### src/rtl/game_pkg.sv
// Shared constants for the maze game flow: mode encodings, PS/2 key codes,
// and direction bit positions used by the movement logic.
package game_pkg;

    localparam logic [2:0] MODE_TITLE   = 3'd0;
    localparam logic [2:0] MODE_LOAD    = 3'd1;
    localparam logic [2:0] MODE_PLAY    = 3'd2;
    localparam logic [2:0] MODE_SUCCESS = 3'd3;
    localparam logic [2:0] MODE_FAIL    = 3'd4;
    localparam logic [2:0] MODE_STAFF   = 3'd5;

    localparam logic [8:0] KEY_RSHIFT = 9'h059;
    localparam logic [8:0] KEY_W      = 9'h01D;
    localparam logic [8:0] KEY_A      = 9'h01C;
    localparam logic [8:0] KEY_S      = 9'h01B;
    localparam logic [8:0] KEY_D      = 9'h023;
    localparam logic [8:0] KEY_N      = 9'h031;
    localparam logic [8:0] KEY_B      = 9'h032;
    localparam logic [8:0] KEY_R      = 9'h02D;

    // Digits 1..9 in order; index k selects stage k.
    localparam logic [8:0] DIGIT_CODES [9] = '{
        9'h069, 9'h072, 9'h07A, 9'h06B, 9'h073, 9'h074, 9'h06C, 9'h075, 9'h07D
    };

    // Bit positions in the 4-bit direction vectors.
    localparam int DIR_W = 3;
    localparam int DIR_A = 2;
    localparam int DIR_S = 1;
    localparam int DIR_D = 0;

endpackage

### src/rtl/move_repeat.sv
// Turns direction presses and held keys into one-hot step pulses:
// a press steps at once, a held key steps again every REPEAT cycles.
module move_repeat
    import game_pkg::*;
#(
    parameter int unsigned REPEAT = 12_500_000
) (
    input  logic       clk,
    input  logic       rst,
    input  logic       enable,
    input  logic [3:0] held,
    input  logic [3:0] press,
    output logic [3:0] step
);

    localparam int CW = (REPEAT > 1) ? $clog2(REPEAT) : 1;

    logic [CW-1:0] cnt;
    logic [3:0]    held_pick;
    logic          wrap;

    assign wrap = (cnt == CW'(REPEAT - 1));

    always_comb begin
        held_pick = 4'b0000;
        if (held[DIR_W])      held_pick[DIR_W] = 1'b1;
        else if (held[DIR_A]) held_pick[DIR_A] = 1'b1;
        else if (held[DIR_S]) held_pick[DIR_S] = 1'b1;
        else if (held[DIR_D]) held_pick[DIR_D] = 1'b1;
    end

    always_comb begin
        step = 4'b0000;
        if (enable) begin
            if (press != 4'b0000) step = press;
            else if (wrap)        step = held_pick;
        end
    end

    // Any press, release of all keys, or leaving PLAY restarts the interval.
    always_ff @(posedge clk or posedge rst) begin
        if (rst)
            cnt <= '0;
        else if (!enable || press != 4'b0000 || held == 4'b0000 || wrap)
            cnt <= '0;
        else
            cnt <= cnt + 1'b1;
    end

endmodule

### src/rtl/stage_controller.sv
// Title/play/result flow for the maze game: owns stage index, player and
// goal coordinates, step movement with hold-to-repeat, and the stage timer.
module stage_controller
    import game_pkg::*;
#(
    parameter int                    NUM_STAGES = 3,
    parameter int                    COORD_W    = 9,
    parameter int                    X_MAX      = 304,
    parameter int                    Y_MAX      = 224,
    parameter int                    STEP       = 16,
    parameter int unsigned           REPEAT     = 12_500_000,
    parameter int unsigned           TIME_LIMIT = 1_000_000_000,
    parameter logic [NUM_STAGES-1:0] TIMED      = 'b100
) (
    input  logic               clk,
    input  logic               rst,
    input  logic               key_valid,
    input  logic [8:0]         last_change,
    input  logic [511:0]       key_down,
    input  logic [COORD_W-1:0] spawn_x,
    input  logic [COORD_W-1:0] spawn_y,
    input  logic [COORD_W-1:0] goal_x,
    input  logic [COORD_W-1:0] goal_y,
    output logic [2:0]         mode,
    output logic [((NUM_STAGES > 1) ? $clog2(NUM_STAGES) : 1)-1:0] stage,
    output logic [COORD_W-1:0] player_x,
    output logic [COORD_W-1:0] player_y,
    output logic [COORD_W-1:0] key_x,
    output logic [COORD_W-1:0] key_y,
    output logic [31:0]        time_left
);

    localparam int SW = (NUM_STAGES > 1) ? $clog2(NUM_STAGES) : 1;
    localparam logic [COORD_W:0] STEP_W = (COORD_W+1)'(STEP);
    localparam logic [COORD_W:0] XMAX_W = (COORD_W+1)'(X_MAX);
    localparam logic [COORD_W:0] YMAX_W = (COORD_W+1)'(Y_MAX);

    logic          press_evt, digit_hit, at_goal, timed, timeout;
    logic [SW-1:0] digit_stage, stage_d;
    logic [2:0]    mode_d;
    logic [3:0]    held, press_dir, step;
    logic [COORD_W:0]   px_w, py_w, up_x, up_y;
    logic [COORD_W-1:0] x_n, y_n;

    assign press_evt = key_valid && key_down[last_change];
    assign held      = {key_down[KEY_W], key_down[KEY_A], key_down[KEY_S], key_down[KEY_D]};
    assign press_dir = press_evt ? {last_change == KEY_W, last_change == KEY_A,
                                    last_change == KEY_S, last_change == KEY_D} : 4'b0000;
    assign at_goal   = (player_x == key_x) && (player_y == key_y);
    assign timed     = TIMED[stage];
    assign timeout   = timed && (time_left <= 32'd1);

    move_repeat #(.REPEAT(REPEAT)) u_move_repeat (
        .clk    (clk),
        .rst    (rst),
        .enable (mode == MODE_PLAY),
        .held   (held),
        .press  (press_dir),
        .step   (step)
    );

    always_comb begin
        digit_hit   = 1'b0;
        digit_stage = '0;
        for (int k = 0; k < 9; k++) begin
            if (k < NUM_STAGES && last_change == DIGIT_CODES[k]) begin
                digit_hit   = 1'b1;
                digit_stage = SW'(k);
            end
        end
    end

    always_ff @(posedge clk or posedge rst) begin
        if (rst) mode <= MODE_TITLE;
        else     mode <= mode_d;
    end

    // Goal beats timeout, and both beat R/B pressed on the same cycle.
    always_comb begin
        mode_d  = mode;
        stage_d = stage;
        case (mode)
            MODE_TITLE: if (press_evt) begin
                if (last_change == KEY_RSHIFT) begin
                    stage_d = '0;
                    mode_d  = MODE_LOAD;
                end else if (digit_hit) begin
                    stage_d = digit_stage;
                    mode_d  = MODE_LOAD;
                end
            end
            MODE_LOAD: mode_d = MODE_PLAY;
            MODE_PLAY: begin
                if (at_goal)                                mode_d = MODE_SUCCESS;
                else if (timeout)                           mode_d = MODE_FAIL;
                else if (press_evt && last_change == KEY_R) mode_d = MODE_LOAD;
                else if (press_evt && last_change == KEY_B) mode_d = MODE_TITLE;
            end
            MODE_SUCCESS: if (press_evt) begin
                if (last_change == KEY_N) begin
                    if (stage == SW'(NUM_STAGES - 1)) begin
                        mode_d = MODE_STAFF;
                    end else begin
                        stage_d = stage + SW'(1);
                        mode_d  = MODE_LOAD;
                    end
                end
                else if (last_change == KEY_R) mode_d = MODE_LOAD;
                else if (last_change == KEY_B) mode_d = MODE_TITLE;
            end
            MODE_FAIL: if (press_evt) begin
                if (last_change == KEY_R)      mode_d = MODE_LOAD;
                else if (last_change == KEY_B) mode_d = MODE_TITLE;
            end
            MODE_STAFF: if (press_evt && (last_change == KEY_N || last_change == KEY_B)) begin
                stage_d = '0;
                mode_d  = MODE_TITLE;
            end
            default: mode_d = MODE_TITLE;
        endcase
    end

    assign px_w = {1'b0, player_x};
    assign py_w = {1'b0, player_y};

    always_comb begin
        x_n  = player_x;
        y_n  = player_y;
        up_x = px_w + STEP_W;
        up_y = py_w + STEP_W;
        if (step[DIR_W])      y_n = (py_w < STEP_W) ? '0 : COORD_W'(py_w - STEP_W);
        else if (step[DIR_S]) y_n = (up_y > YMAX_W) ? COORD_W'(YMAX_W) : COORD_W'(up_y);
        else if (step[DIR_A]) x_n = (px_w < STEP_W) ? '0 : COORD_W'(px_w - STEP_W);
        else if (step[DIR_D]) x_n = (up_x > XMAX_W) ? COORD_W'(XMAX_W) : COORD_W'(up_x);
    end

    always_ff @(posedge clk or posedge rst) begin
        if (rst) begin
            stage     <= '0;
            player_x  <= '0;
            player_y  <= '0;
            key_x     <= '0;
            key_y     <= '0;
            time_left <= TIME_LIMIT;
        end else begin
            stage <= stage_d;
            if (mode == MODE_LOAD) begin
                player_x  <= spawn_x;
                player_y  <= spawn_y;
                key_x     <= goal_x;
                key_y     <= goal_y;
                time_left <= TIME_LIMIT;
            end else if (mode == MODE_PLAY) begin
                player_x <= x_n;
                player_y <= y_n;
                if (timed && time_left != 32'd0) time_left <= time_left - 32'd1;
            end
        end
    end

endmodule

### config.mk
export PLATFORM = sky130hd
export DESIGN_NAME = stage_controller
export DESIGN_NICKNAME = d
export VERILOG_FILES = /design/src/rtl/game_pkg.sv /design/src/rtl/move_repeat.sv /design/src/rtl/stage_controller.sv
export SDC_FILE = /design/constraint.sdc
export NUM_CORES = 1
export LEC_CHECK = 0
export BUFFER_PORTS_ARGS = -buffer_cell sky130_fd_sc_hd__buf_2
export CAP_MARGIN = 30
export CORE_AREA = 2 2 244 246
export CTS_CLUSTER_SIZE = 10
export DETAILED_ROUTE_END_ITERATION = 16
export DIE_AREA = 0 0 246 248
export PLACE_DENSITY = 0.5
export SLEW_MARGIN = 20
export SYNTH_ARGS = -nofsm -noshare
export SYNTH_HDL_FRONTEND = slang
export SYNTH_SLANG_ARGS = --single-unit
### constraint.sdc
create_clock -name clk -period 3.6 [get_ports clk]
set_clock_uncertainty 0.2 [all_clocks]
set_input_delay 0.54 -clock clk [delete_from_list [all_inputs] [get_ports clk]]
set_output_delay 0.54 -clock clk [all_outputs]
set_load 0.02 [all_outputs]
Yosys cells after proc, flatten, opt, wreduce, memory -nomap -nowiden
Index checks and enable logic that the tools add are counted.
Widths: inputs -> output; s select.
Storage, ports and cells
  bits in registers: 97
  input port bits: 560
  output and inout port bits: 73
Operators by class
  $add $sub $neg: 7
  $lt $le $gt $ge: 7
  eq/ne operators: 30
  mux-type cells: 61
  reductions and logical operators: 26
Operator list (count)
  $mux 9: 14
  $mux 32: 3
  $mux 3: 15
  $eq 9x6->1 const B: 4
  $eq 9x7->1 const B: 4
  $le 32x1->1 const B: 1
  $reduce_bool 32->1: 1
  $sub 32x1->32 const B: 1
  $eq 9x5->1 const B: 3
  $add 24x1->24 const B: 1
  $eq 24x24->1 const B: 1
  $mux 24: 1
  $add 9x5->10 const B: 2
  $eq 9x9->1: 2
  $lt 9x5->1 const B: 2
  $mux 2: 9
  $pmux 3 s6: 1
  $sub 9x5->9 const B: 2
  $mux 4: 4
  $ne 2x2->1 const B: 6
  $mux 1: 11
  $gt 10x8->1 const B: 1
  $gt 10x9->1 const B: 1
  $lt 9x10->1 const B: 1
  other kinds (24): 40

Logic depth before layout (Yosys ltp)
  depth after elaboration: 13
  mapped depth: 15
  gate-level depth less buffers: 10

Cells and area by module
From an unflattened synthesis, not the netlist that was laid out.
Second synthesis, totals
  cells, all modules: 1067
  area, all modules: 10128.5 sq um
By module, submodules not included
  stage_controller: instances 1, cells an instance 914, area an instance 8742.1 sq um
  move_repeat: instances 1, cells an instance 153, area an instance 1386.3 sq um

Worst setup path before layout
OpenSTA, ideal clock, no wires.
  path kind: input to register
  start point: input port last_change[0]
  end point: register mode[2]
  library setup time: 0.128 ns
  arrival: 3.364 ns
  required time: 3.272 ns
  slack: -0.091 ns
  stages on the path: 14
  buffers on the path: 5
  path through: buf_6 buf_12 buf_8 buf_6 buf_4 mux4_2 mux4_2 a22oi_1 nand2_1 a31oi_1 and3_1 a211oi_1 o21ai_2 mux2_1
On the way
  cells in the longest elaborated chain, start to end: 8
Ends and longest elaborated chain
  start: declaration: line stage_controller.sv:18  | input logic [8:0] last_change,
  $bmux 1 s9: line stage_controller.sv:45  | assign press_evt = key_valid && key_down[last_change];
  $mux 1 (implied by the code): line stage_controller.sv:45
  $logic_and 1x1->1: line stage_controller.sv:45
  $logic_and 1x1->1: line stage_controller.sv:96  | else if (press_evt && last_change == KEY_R) mode_d = MODE_LOAD;
  $mux 3: line stage_controller.sv:96
  $mux 3: line stage_controller.sv:95  | else if (timeout) mode_d = MODE_FAIL;
  $mux 3: line stage_controller.sv:94  | if (at_goal) mode_d = MODE_SUCCESS;
  $pmux 3 s6: line stage_controller.sv:82  | case (mode)
  end signal: assignment: line stage_controller.sv:75  | else mode <= mode_d;
  end: declaration: line stage_controller.sv:24  | output logic [2:0] mode,
Several ways; a longest one is shown, not always the timed one. The select of a mux whose other input is x is not followed.
A chain may end at the register's enable or synchronous reset.

Final worst setup path
Ends and elaborated chain as after synthesis.

==> run summary <==
Mapped Area -> 10,100 um2
multiplexer share of the synthesized area -> 0.345
Root Buffer -> clkbuf_16
Post-Layout Cell Count -> 2,495
leakage -> 7.22 nW
data required time of the worst path -> 3.64 ns
DR pass1 iterations -> 7
type of element launching the critical path -> primary input
syn avg cell area -> 10.2 um2
area fraction of the dominant cell type after synthesis -> 0.276
count of input and output buffers -> 632
Nets -> 2,281
CP Class -> primary input to flip-flop
Hold Path Class -> primary input to flip-flop
pins over their slew limit -> 0
leading post-synthesis cells by cell area -> mux4_2 (28%), dfrtp_1 (21%), mux2i_1 (5.8%), nand2_1 (4.9%), xnor2_1 (3.5%)
XOR/XNOR Fraction of Synth Area -> 0.0580
first-pass GRT wire length -> 74.6 mm
worst-case clock buffer depth -> 2
CP Launch Point -> last_change[0]
Die Wd -> 246 um
largest family of logic cells by synthesized area -> multiplexers
initial antenna violation count -> 18
period utilization -> 0.971
Yosys reg bits -> 97
highest-count cells in the layout ignoring fill and taps -> buf_2 (630), nand2_1 (131), mux4_2 (124), buf_4 (124), dfrtp_1 (84)
Min Clock Period, post-route -> 3.49 ns
total gr overflow -> 0
Slew @ Worst Pin -> 0.721 ns
Max Cap Viol -> 0
PwrDens -> 393 nW/um2
Worst-path clk slew -> 0.08 ns
VDD IR max -> 252 uV
Final HPWL DP -> 45.8 mm
most common cell after layout, fill and taps aside -> buf_2
worst r2r src -> time_left[26]
Hold WS -> 0.173 ns
Hold Path Origin -> goal_x[4]
Finish-stage setup viols -> 0
Final ANT Viol Nets -> 0
drt total wl -> 52.7 mm
placed cell count -> 2,463
CTS Buf Count -> 9
Primary FF master, synth -> dfrtp_1
Area Growth Syn to Fin -> 54.4%
height of the die -> 248 um
Fill cells -> 6,284
library cells used by synthesis -> 77
Util after Layout -> 0.267
Top Ports -> 633
Synth Area in Adders -> 0.0124
vias in the first global route -> 11,900
share of layout cells above drive strength 1 -> 0.562
post-synthesis simple-gate area fraction -> 0.175
die area -> 61,000 um2
number of synthesized flops with an enable pin -> 0
Critical Path AT -> 3.53 ns
sequential-to-total area share from yosys stat -> 0.241
H-Tree Level Count -> 3
largest net degree at the start of global routing -> 73
CTS tree -> done
Synth Area in Compound Gates -> 0.121
Num Clock Sinks -> 97
Yosys warnings -> 0
worst-skew pair later-pin latency -> 0.36 ns
syn_nets -> 1,564
FMAX -> 0.286 GHz
1st-iter DRT viols -> 490
drt wl/cell -> 21.1 um
starting density of the core -> 0.173
Synth area leader -> mux4_2
placed cell area -> 15,100 um2
final instance area -> 15,600 um2
RSZ-0062 raised after global routing -> yes
Final Power -> 0.00615 W
worst-path fanout max -> 12
Final Hold Viols -> 0
Rel. slew slack -> 0.517
DRC errors left -> 0
GRT Util Overall -> 0.165
status -> finished clean
synthesized instance count -> 994
row count -> 89
endpoint type of the worst setup path -> flip-flop
DR vias/cell -> 4.59
core footprint -> 58,500 um2
final RePlAce weighted congestion -> 0.951
via count -> 11,400
ys async rst share -> 1.00
==> per-layer routing <==
metal,up-vias,global-route usage,share of wire
met5,-,0,0.0018
met4,14,0.0465,0.021
met3,64,0.0363,0.064
met2,423,0.291,0.52
met1,5663,0.199,0.40
li1,5279,-,-
==> cell usage after synthesis, types with 7 or more instances <==
cell and number:
a21oi_1 25, a22o_1 9, a22oi_1 22, a31oi_1 13, and3_1 10, buf_2 19, buf_4 8, buf_6 7
clkbuf_1 29, dfrtp_1 84, dfstp_2 13, ha_1 10, inv_1 25, mux2i_1 59, mux4_2 124, nand2_1 131
nand3_1 27, nand4_1 18, nor2_1 83, nor2b_1 11, nor3_1 26, nor4_1 12, o21ai_0 21, or3_1 12
or4_1 7, xnor2_1 41, xor2_1 26
==> area by class of cell <==
class	count	area (um2)	area share
Clock inverter	7	85.1	0.00544
Tap cell	773	967	0.0619
Antenna cell	6	15.0	0.000960
Inverter	25	96.3	0.00616
Multi-Input combinational cell	804	7290	0.466
Timing Repair Buffer	774	4510	0.288
Sequential cell	97	2440	0.156
Clock buffer	9	225	0.0144
==> worst max-delay path, cell delays in order <==
cell and delay, ns:
buf_16 0.15, buf_12 0.16, buf_4 0.24, mux4_2 0.53, mux4_2 0.55, a22oi_1 0.19, a21oi_1 0.12, a31oi_2 0.15
and3_4 0.22, a211oi_1 0.06, o21ai_2 0.22, mux2_1 0.35
==> state kept, by name (all words and copies together), names as in the netlist <==
signal and cells:
u_move_repeat.cnt 24, player_x 9, mode 3, stage 2, time_left 32, key_x 9, player_y 9, key_y 9
==> per-stage QoR <==
step	setup slack [ns]	setup TNS (ns)
finish	0.106	0
floorplan	0.0117	0
global placement	-0.498	-8.89
global route	-0.00257	-0.00502
detailed placement	-0.490	-8.60
CTS	0.00488	0
==> report_power, final <==
group	total (W)	leakage (nW)	internal, W	switching, W
combinational	0.00330	5.84	0.00150	0.00181
clock	0.00100	0.147	0.000498	0.000506
sequential	0.00184	1.23	0.00142	0.000422
total	0.00615	7.22	0.00341	0.00273
==> final timing paths <==
path	cells after the start	slack, ns	end
max in group asynchronous	5	1.92	u_move_repeat.cnt[11]
min in group asynchronous	3	0.51	time_left[6]
min	3	0.17	key_x[4]
max	12	0.11	mode[2]
min reg2reg	1	0.29	u_move_repeat.cnt[0]
max reg2reg	9	0.35	mode[2]
==> kinds of logic (layout without fill, tap and decap cells) <==
logic type                 count (synthesis)  after routing
and+or+nand+nor                          372            372
other                                      0              6
buffers and inverters                     93            815
muxes                                    191            191
DFF                                       97             97
adders and majority gates                 10             10
xor gates and xnor gates                  67             67
AOI/OAI and AO/OA                        164            164
==> timing repair <==
item                                    4_1_cts  5_1_grt
hold buffers                                  0        1
hold endpoints to repair                      0       13
cloned                                        0        1
buffers inserted                              0        7
pin swaps                                     0        5
endpoints found under the setup margin       12       22
gates resized for setup                       4       23
Note: power is estimated with default switching activity, not from simulation.
